--- src/rtl/repeater_hub_pkg.sv ---
// Shared state type and width helper for the N-port GMII repeater hub.
package repeater_hub_pkg;

    typedef enum logic [1:0] {
        IDLE = 2'd0,
        FWD  = 2'd1,
        GAP  = 2'd2
    } hub_state_e;

    // Width of the active_port index: max(1, clog2(n)).
    function automatic int unsigned pw(input int unsigned n);
        int unsigned w;
        w = 1;
        if (n > 2) begin
            w = $clog2(n);
        end
        return w;
    endfunction

endpackage

--- src/rtl/repeater_hub_arb.sv ---
// Combinational fixed-priority picker: lowest-index request wins, multi flags a tie.
module repeater_hub_arb
    import repeater_hub_pkg::*;
#(
    parameter int unsigned N_PORTS = 4,
    parameter int unsigned PW      = pw(N_PORTS)
) (
    input  logic [N_PORTS-1:0] req,
    output logic               valid,
    output logic [PW-1:0]      idx,
    output logic               multi
);

    always_comb begin
        idx = '0;
        for (int i = int'(N_PORTS) - 1; i >= 0; i--) begin
            if (req[i]) begin
                idx = PW'(i);
            end
        end
    end

    assign valid = |req;
    // Clearing the lowest set bit leaves something only if two or more were set.
    assign multi = |(req & (req - N_PORTS'(1)));

endmodule

--- src/rtl/repeater_hub_nport.sv ---
// N-port shared-medium GMII repeater hub with collision jam and inter-frame gap.
// Optional statistics counters are enabled by defining REPEATER_HUB_STATS_EN.
module repeater_hub_nport
    import repeater_hub_pkg::*;
#(
    parameter int unsigned N_PORTS    = 4,
    parameter int unsigned DATA_W     = 8,
    parameter int unsigned IFG_CYCLES = 12,
    parameter int unsigned CNT_W      = 16
) (
    input  logic                      clk,
    input  logic                      rst_n,
    input  logic [N_PORTS*DATA_W-1:0] rx_data,
    input  logic [N_PORTS-1:0]        rx_dv,
    input  logic [N_PORTS-1:0]        rx_er,
    output logic [N_PORTS*DATA_W-1:0] tx_data,
    output logic [N_PORTS-1:0]        tx_en,
    output logic [N_PORTS-1:0]        tx_er,
    output logic                      busy,
    output logic [pw(N_PORTS)-1:0]    active_port,
    output logic                      collision
`ifdef REPEATER_HUB_STATS_EN
    ,
    output logic [CNT_W-1:0]          frame_cnt,
    output logic [CNT_W-1:0]          coll_cnt
`endif
);

    localparam int unsigned PW = pw(N_PORTS);
    localparam int unsigned GW = (IFG_CYCLES > 1) ? $clog2(IFG_CYCLES) : 1;
    localparam logic [GW-1:0] GAP_LOAD = (IFG_CYCLES > 0) ? GW'(IFG_CYCLES - 1) : '0;

    hub_state_e state_q, state_d;

    logic [N_PORTS-1:0]        rx_dv_q;
    logic [N_PORTS-1:0]        eligible;
    logic [N_PORTS-1:0]        win_oh;
    logic [PW-1:0]             active_port_q, active_port_d;
    logic [PW-1:0]             arb_idx;
    logic [PW-1:0]             cur_idx;
    logic                      arb_valid;
    logic                      arb_multi;
    logic [GW-1:0]             gap_cnt_q, gap_cnt_d;
    logic                      jam_q, jam_d;
    logic                      start;
    logic                      fwd_now;
    logic                      coll_now;
    logic                      win_dv;
    logic                      win_er;
    logic [DATA_W-1:0]         win_data;
    logic [N_PORTS*DATA_W-1:0] tx_data_q, tx_data_d;
    logic [N_PORTS-1:0]        tx_en_q, tx_en_d;
    logic [N_PORTS-1:0]        tx_er_q, tx_er_d;
    logic                      collision_q, collision_d;

    // A port may only claim the medium on the rising edge of its rx_dv.
    assign eligible = rx_dv & ~rx_dv_q;

    repeater_hub_arb #(
        .N_PORTS (N_PORTS),
        .PW      (PW)
    ) u_arb (
        .req   (eligible),
        .valid (arb_valid),
        .idx   (arb_idx),
        .multi (arb_multi)
    );

    // In IDLE the fresh arbitration result is the winner; otherwise the captured one.
    always_comb begin
        cur_idx  = (state_q == IDLE) ? arb_idx : active_port_q;
        win_oh   = '0;
        win_data = '0;
        win_dv   = 1'b0;
        win_er   = 1'b0;
        for (int p = 0; p < int'(N_PORTS); p++) begin
            if (cur_idx == PW'(p)) begin
                win_oh[p] = 1'b1;
                win_data  = rx_data[p*DATA_W +: DATA_W];
                win_dv    = rx_dv[p];
                win_er    = rx_er[p];
            end
        end
    end

    assign start    = (state_q == IDLE) && arb_valid;
    assign fwd_now  = start || ((state_q == FWD) && win_dv);
    assign coll_now = (start && arb_multi) ||
                      ((state_q == FWD) && win_dv && (|(rx_dv & ~win_oh)));

    // FSM: state register.
    always_ff @(posedge clk or negedge rst_n) begin
        if (!rst_n) begin
            state_q <= IDLE;
        end else begin
            state_q <= state_d;
        end
    end

    // FSM: next state.
    always_comb begin
        state_d = state_q;
        unique case (state_q)
            IDLE: begin
                if (arb_valid) begin
                    state_d = FWD;
                end
            end
            FWD: begin
                if (!win_dv) begin
                    state_d = (IFG_CYCLES > 0) ? GAP : IDLE;
                end
            end
            GAP: begin
                if (gap_cnt_q == '0) begin
                    state_d = IDLE;
                end
            end
            default: state_d = IDLE;
        endcase
    end

    // FSM: outputs.
    always_comb begin
        busy = (state_q != IDLE);
    end

    // Datapath next state: repeat the winner to every other port, one cycle later.
    always_comb begin
        tx_data_d = '0;
        tx_en_d   = '0;
        tx_er_d   = '0;
        if (fwd_now) begin
            for (int p = 0; p < int'(N_PORTS); p++) begin
                if (!win_oh[p]) begin
                    tx_data_d[p*DATA_W +: DATA_W] = win_data;
                    tx_en_d[p]                    = 1'b1;
                    tx_er_d[p]                    = win_er | jam_q | coll_now;
                end
            end
        end
        jam_d         = fwd_now & (jam_q | coll_now);
        collision_d   = coll_now & ~jam_q;
        active_port_d = start ? arb_idx : active_port_q;
    end

    always_comb begin
        gap_cnt_d = gap_cnt_q;
        if ((state_q == FWD) && !win_dv) begin
            gap_cnt_d = GAP_LOAD;
        end else if ((state_q == GAP) && (gap_cnt_q != '0)) begin
            gap_cnt_d = gap_cnt_q - GW'(1);
        end
    end

    always_ff @(posedge clk or negedge rst_n) begin
        if (!rst_n) begin
            rx_dv_q       <= '1;
            active_port_q <= '0;
            gap_cnt_q     <= '0;
            jam_q         <= 1'b0;
            tx_data_q     <= '0;
            tx_en_q       <= '0;
            tx_er_q       <= '0;
            collision_q   <= 1'b0;
        end else begin
            rx_dv_q       <= rx_dv;
            active_port_q <= active_port_d;
            gap_cnt_q     <= gap_cnt_d;
            jam_q         <= jam_d;
            tx_data_q     <= tx_data_d;
            tx_en_q       <= tx_en_d;
            tx_er_q       <= tx_er_d;
            collision_q   <= collision_d;
        end
    end

    assign tx_data     = tx_data_q;
    assign tx_en       = tx_en_q;
    assign tx_er       = tx_er_q;
    assign active_port = active_port_q;
    assign collision   = collision_q;

`ifdef REPEATER_HUB_STATS_EN
    logic [CNT_W-1:0] frame_cnt_q, frame_cnt_d;
    logic [CNT_W-1:0] coll_cnt_q, coll_cnt_d;

    // Saturating counters; coll_cnt steps on the same edge the collision pulse rises.
    always_comb begin
        frame_cnt_d = frame_cnt_q;
        coll_cnt_d  = coll_cnt_q;
        if (start && !(&frame_cnt_q)) begin
            frame_cnt_d = frame_cnt_q + CNT_W'(1);
        end
        if (collision_d && !(&coll_cnt_q)) begin
            coll_cnt_d = coll_cnt_q + CNT_W'(1);
        end
    end

    always_ff @(posedge clk or negedge rst_n) begin
        if (!rst_n) begin
            frame_cnt_q <= '0;
            coll_cnt_q  <= '0;
        end else begin
            frame_cnt_q <= frame_cnt_d;
            coll_cnt_q  <= coll_cnt_d;
        end
    end

    assign frame_cnt = frame_cnt_q;
    assign coll_cnt  = coll_cnt_q;
`endif

endmodule

--- config.mk ---
export PLATFORM = sky130hd
export DESIGN_NAME = repeater_hub_nport
export DESIGN_NICKNAME = d
export VERILOG_FILES = /design/src/rtl/repeater_hub_pkg.sv /design/src/rtl/repeater_hub_arb.sv /design/src/rtl/repeater_hub_nport.sv
export SDC_FILE = /design/constraint.sdc
export NUM_CORES = 1
export LEC_CHECK = 0
export BUFFER_PORTS_ARGS = -buffer_cell sky130_fd_sc_hd__buf_2
export CAP_MARGIN = 15
export CORE_MARGIN = 2
export CORE_UTILIZATION = 45
export DETAILED_ROUTE_END_ITERATION = 10
export PLACE_DENSITY_LB_ADDON = 0.05
export SYNTH_ARGS = -nofsm -noshare
export SYNTH_HDL_FRONTEND = slang
export SYNTH_SLANG_ARGS = --single-unit
--- constraint.sdc ---
create_clock -name clk -period 2.44 [get_ports clk]
set_input_delay 0.244 -clock clk [delete_from_list [all_inputs] [get_ports clk]]
set_output_delay 0.244 -clock clk [all_outputs]
set_load 0.01 [all_outputs]
==> flow_results.org <==
** CTS
- CTS saw 54 sinks.
- Clock-pin slew was measured on the worst setup and hold paths at 0.10 ns.
- Clock tree from TritonCTS :: yes
- Buffer levels on the longest clock path :: 2
- CTS built an H-tree with a depth of 2.
- Counting the buffers created by CTS gives 5.
- The clock reaches the later pin of the worst-skew pair after 0.31 ns.
- The root buffer cell chosen for the clock tree is sky130_fd_sc_hd__clkbuf_8.

** Critical path
- Reg-to-reg setup timing slack :: 0.15 ns
- CP Cell Sequence :: nor2_4, nor2_1, a211oi_4, nor4_1, or4_1, o211ai_1, and3_1
- CP required :: 2.70 ns
- Data arrival time of the worst path :: 2.55 ns
- Maximum fanout count along the critical path :: 8
- The number of cells on the worst reg-to-reg path is 7.
- STA classifies the critical path startpoint as a flip-flop.
- Path type of the worst setup path :: reg2reg
- Reg-to-Reg End :: tx_er[3]$_DFF_PN0_
- For this run, the slowest stage of the critical path takes 0.53 ns.
- Startpoint of the lowest-slack register-to-register path :: state_q[0]$_DFFE_PN0P_
- The slowest stage of the critical path is the sky130_fd_sc_hd__or4_1 cell.
- STA classifies the critical path endpoint as a flip-flop.

** Routing
- After detailed routing, the number of remaining DRC violations is 0.
- Wires add up to 5830 µm.
- After the first detailed-routing iteration, the DRC count stood at 142.
- Via density per instance :: 4.96
- Detailed Routing Iterations Pass 1 :: 4
- Post-DRT Antenna Nets :: 0
- After detailed routing, the average wire length per cell comes to 14.4 µm.
- The detailed router placed 2014 vias in this run.
- Met2 wire length :: 2730 µm
- Length of routed wiring on met1 :: 2750 µm
- Top layer in use :: met4
- Wire length on met3 :: 274 µm

** Timing
- Post-route worst setup slack :: 0.149 ns
- Achievable Freq :: 0.437 GHz
- Counting I/O delays and the setup requirement, the final critical path takes 2.29 ns.
- Number of max-slew violations in the final report :: 0
- Setup violations, final :: 0
- Worst Skew :: 0.00624 ns
- Headroom to the max-slew limit came out at 56.4%.
- In the finished design, the share of the clock period the worst path needs comes to 93.9%.
- At the pin with the least slew margin, the transition time is 0.654 ns.
- The hold violation count in the final report was 0.

** Placement
- Once placement completed, the tool counted placed cells totaling 395.
- Post-placement worst setup slack :: 0.120 ns
- Summing all placed instances gives a cell area of 3110 µm².
- Once detailed placement completed, the half-perimeter wirelength came to 4310 µm.
- At the end of routability-driven placement, the weighted congestion stood at 0.875.
- In this run the tool buffered the top-level ports with 85 buffer cells.

** Logic synthesis
- Mean area per synthesized cell :: 11.1 µm²
- Synthesis handed over a netlist of 224 instances.
- Yosys printed 0 warnings.
- Post-synth design cell area :: 2480 µm²
- After synthesis the netlist holds a flip-flop and latch count of 54.
- Count of different cell masters after synthesis :: 42
- Synthesis produced a netlist with a net count of 267.
- Sequential elements use 54.8% of the synthesized area.

** Die
- The die covers 6110 µm².
- Boundary pin count :: 86
- Core ar. :: 5410 µm²
- Placement row count :: 27
- Starting utilization of the core area :: 45.8%
- Die height :: 78.2 µm
- Die width :: 78.2 µm

** Power
- Overall power consumption :: 4260 µW
- For this design the ratio of total power to cell area is 1310 nW/µm².
- Summed over all cells, the static leakage comes to 0.00170 µW.
- The worst-case IR drop observed on VDD is 0.000611 V.

** Final layout
- Commonest non-fill, non-tap cell in the layout :: sky130_fd_sc_hd__buf_2
- Reg area :: 1360 µm²
- Area delta synth->final :: 31.0%
- The number of antenna diodes in the final layout is 0.
- Final std cells w/o fill :: 406
- The net count of the finished layout is 376.
- Final standard cell utilization of the core :: 60.0%
- In the final layout, the share of cells above drive strength 1 is 39.2%.
- Area occupied by multi-input gates :: 1080 µm²
- Filler cell count in the final layout :: 477
- The library cells used most frequently in the layout, excluding fill and tap cells, are sky130_fd_sc_hd__buf_2 (85), sky130_fd_sc_hd__dfrtp_1 (50), sky130_fd_sc_hd__nor2b_1 (24), sky130_fd_sc_hd__buf_4 (21), sky130_fd_sc_hd__nor2_1 (20).
- Finished Cell Area :: 3240 µm²

** Run
- Number of violations of the max-capacitance limit :: 0

** Outcome
- The flow ran to the end, and the final reports show no timing, DRC or antenna violations.

** Global routing
- The first global-routing pass estimated 9210 µm of wire.
- Number of global-route vias before repair :: 1872
- Maximum number of pins on one net before global-route repair :: 55
- Overall routing resource usage :: 19.3%
- The initial antenna violation count was 0.
- GRT overflow :: 0

** Min path
- In this run the worst hold path is classified as in2async.
stage by stage:
step,setup TNS [ns],hold slack (ns)
final,0,0.0433
after global placement,0,0.401
after global routing,-0.0267,0.0685
after CTS,0,0.0658
after floorplan,0,-0.0516
after detailed placement,0,0.403
cells by family after synthesis:
group | Yosys count | share of synthesized area (%)
AOI/OAI and AO/OA | 51 | 15.1
buffers and inverters | 11 | 1.92
DFF | 54 | 54.8
and+or+nand+nor | 84 | 18.4
muxes | 21 | 8.59
adders and majority gates | 1 | 0.505
xor gates and xnor gates | 2 | 0.708
how the worst max path moves through the flow:
| stage | startpoint | endpoint | slack (ns) | depth (start not counted) |
|---|---|---|---|---|
| after floorplan | rx_dv_q[0]$_DFF_PN1_ | tx_er[3]$_DFF_PN0_ | 0.18 | 7 |
| after global routing | state_q[0]$_DFFE_PN0P_ | tx_er[3]$_DFF_PN0_ | -0.02 | 7 |
| after CTS | state_q[1]$_DFFE_PN0P_ | tx_er[3]$_DFF_PN0_ | 0.1 | 8 |
| final | state_q[0]$_DFFE_PN0P_ | tx_er[3]$_DFF_PN0_ | 0.15 | 7 |
| after global placement | state_q[1]$_DFFE_PN0P_ | tx_er[3]$_DFF_PN0_ | 0.18 | 8 |
| after detailed placement | state_q[1]$_DFFE_PN0P_ | tx_er[3]$_DFF_PN0_ | 0.12 | 8 |
worst max-delay path: cells and delay by family (launching register included):
family / cells / cell delay [ns]
AND/OR/NAND/NOR: 5 / 1.17
AO/OA/AOI/OAI: 2 / 0.62
flip-flops: 1 / 0.44
power breakdown:
group | internal (µW) | switching (µW) | total [µW]
Clock | 213 | 316 | 530
Sequential | 1170 | 104 | 1270
Combinational | 1140 | 1320 | 2450
Total | 2520 | 1740 | 4260
sequential cells by signal, summed over array words and instances, names as in the netlist:
name	cells
active_port	2
collision	1
gap_cnt_q	4
jam_q	1
rx_dv_q	4
state_q	2
tx_data	32
tx_en	4
tx_er	4
layer usage:
layer | up-vias | GRT usage (%)
li1 | 991 | -
met4 | 0 | 5.96
met3 | 7 | 3.91
met1 | 954 | 27.2
met2 | 62 | 30.3
met5 | - | 0
synthesized netlist by cell type:
cell type,instances,share of area [%]
sky130_fd_sc_hd__a21boi_0,1,0.30
sky130_fd_sc_hd__or2_2,2,0.51
sky130_fd_sc_hd__o41ai_1,1,0.35
sky130_fd_sc_hd__o21ai_1,2,0.40
sky130_fd_sc_hd__ha_1,1,0.51
sky130_fd_sc_hd__o21bai_1,8,2.4
sky130_fd_sc_hd__mux2_2,2,0.91
sky130_fd_sc_hd__a311oi_1,1,0.35
sky130_fd_sc_hd__buf_4,1,0.30
sky130_fd_sc_hd__a211oi_2,1,0.51
sky130_fd_sc_hd__o31ai_4,1,0.86
sky130_fd_sc_hd__mux2i_1,19,7.7
sky130_fd_sc_hd__a21o_1,1,0.30
sky130_fd_sc_hd__dfrtp_1,50,51
sky130_fd_sc_hd__inv_2,1,0.15
sky130_fd_sc_hd__nand2_1,11,1.7
sky130_fd_sc_hd__a21oi_1,14,2.8
sky130_fd_sc_hd__o21ai_0,7,1.4
sky130_fd_sc_hd__inv_1,5,0.76
sky130_fd_sc_hd__nor4b_1,1,0.35
sky130_fd_sc_hd__o211ai_1,2,0.61
sky130_fd_sc_hd__a32o_1,1,0.40
sky130_fd_sc_hd__o22a_1,1,0.35
sky130_fd_sc_hd__or4_1,1,0.30
sky130_fd_sc_hd__dfstp_2,4,4.2
sky130_fd_sc_hd__a211oi_4,1,0.81
sky130_fd_sc_hd__nor4_1,3,0.76
sky130_fd_sc_hd__nor2b_1,25,6.3
sky130_fd_sc_hd__a31oi_1,3,0.76
sky130_fd_sc_hd__a22oi_1,1,0.30
sky130_fd_sc_hd__nor2_1,20,3.0
sky130_fd_sc_hd__o21a_1,1,0.30
sky130_fd_sc_hd__and2_1,11,2.8
sky130_fd_sc_hd__buf_2,2,0.40
sky130_fd_sc_hd__o31a_1,1,0.35
sky130_fd_sc_hd__o22ai_2,2,1.0
sky130_fd_sc_hd__xnor2_1,2,0.71
sky130_fd_sc_hd__o21ba_1,1,0.40
sky130_fd_sc_hd__clkbuf_1,2,0.30
sky130_fd_sc_hd__nor2_4,1,0.45
sky130_fd_sc_hd__and3_1,2,0.51
sky130_fd_sc_hd__nand2b_1,7,1.8
cell type report:
cell class,count,area share (%)
Sequential cell,54,41.8
Multi-Input combinational cell,159,33.4
Timing Repair Buffer,107,18.3
Tap cell,72,2.78
Clock buffer,5,2.12
Clock inverter,3,0.887
Inverter,6,0.694
what timing repair did:
item                                    4_1_cts  5_1_grt
endpoints found under the setup margin        0        4
buffers inserted                              0        3
hold buffers                                  0        0
gates resized for setup                       0        3
No activity file was read; power rests on OpenSTA's default activity.
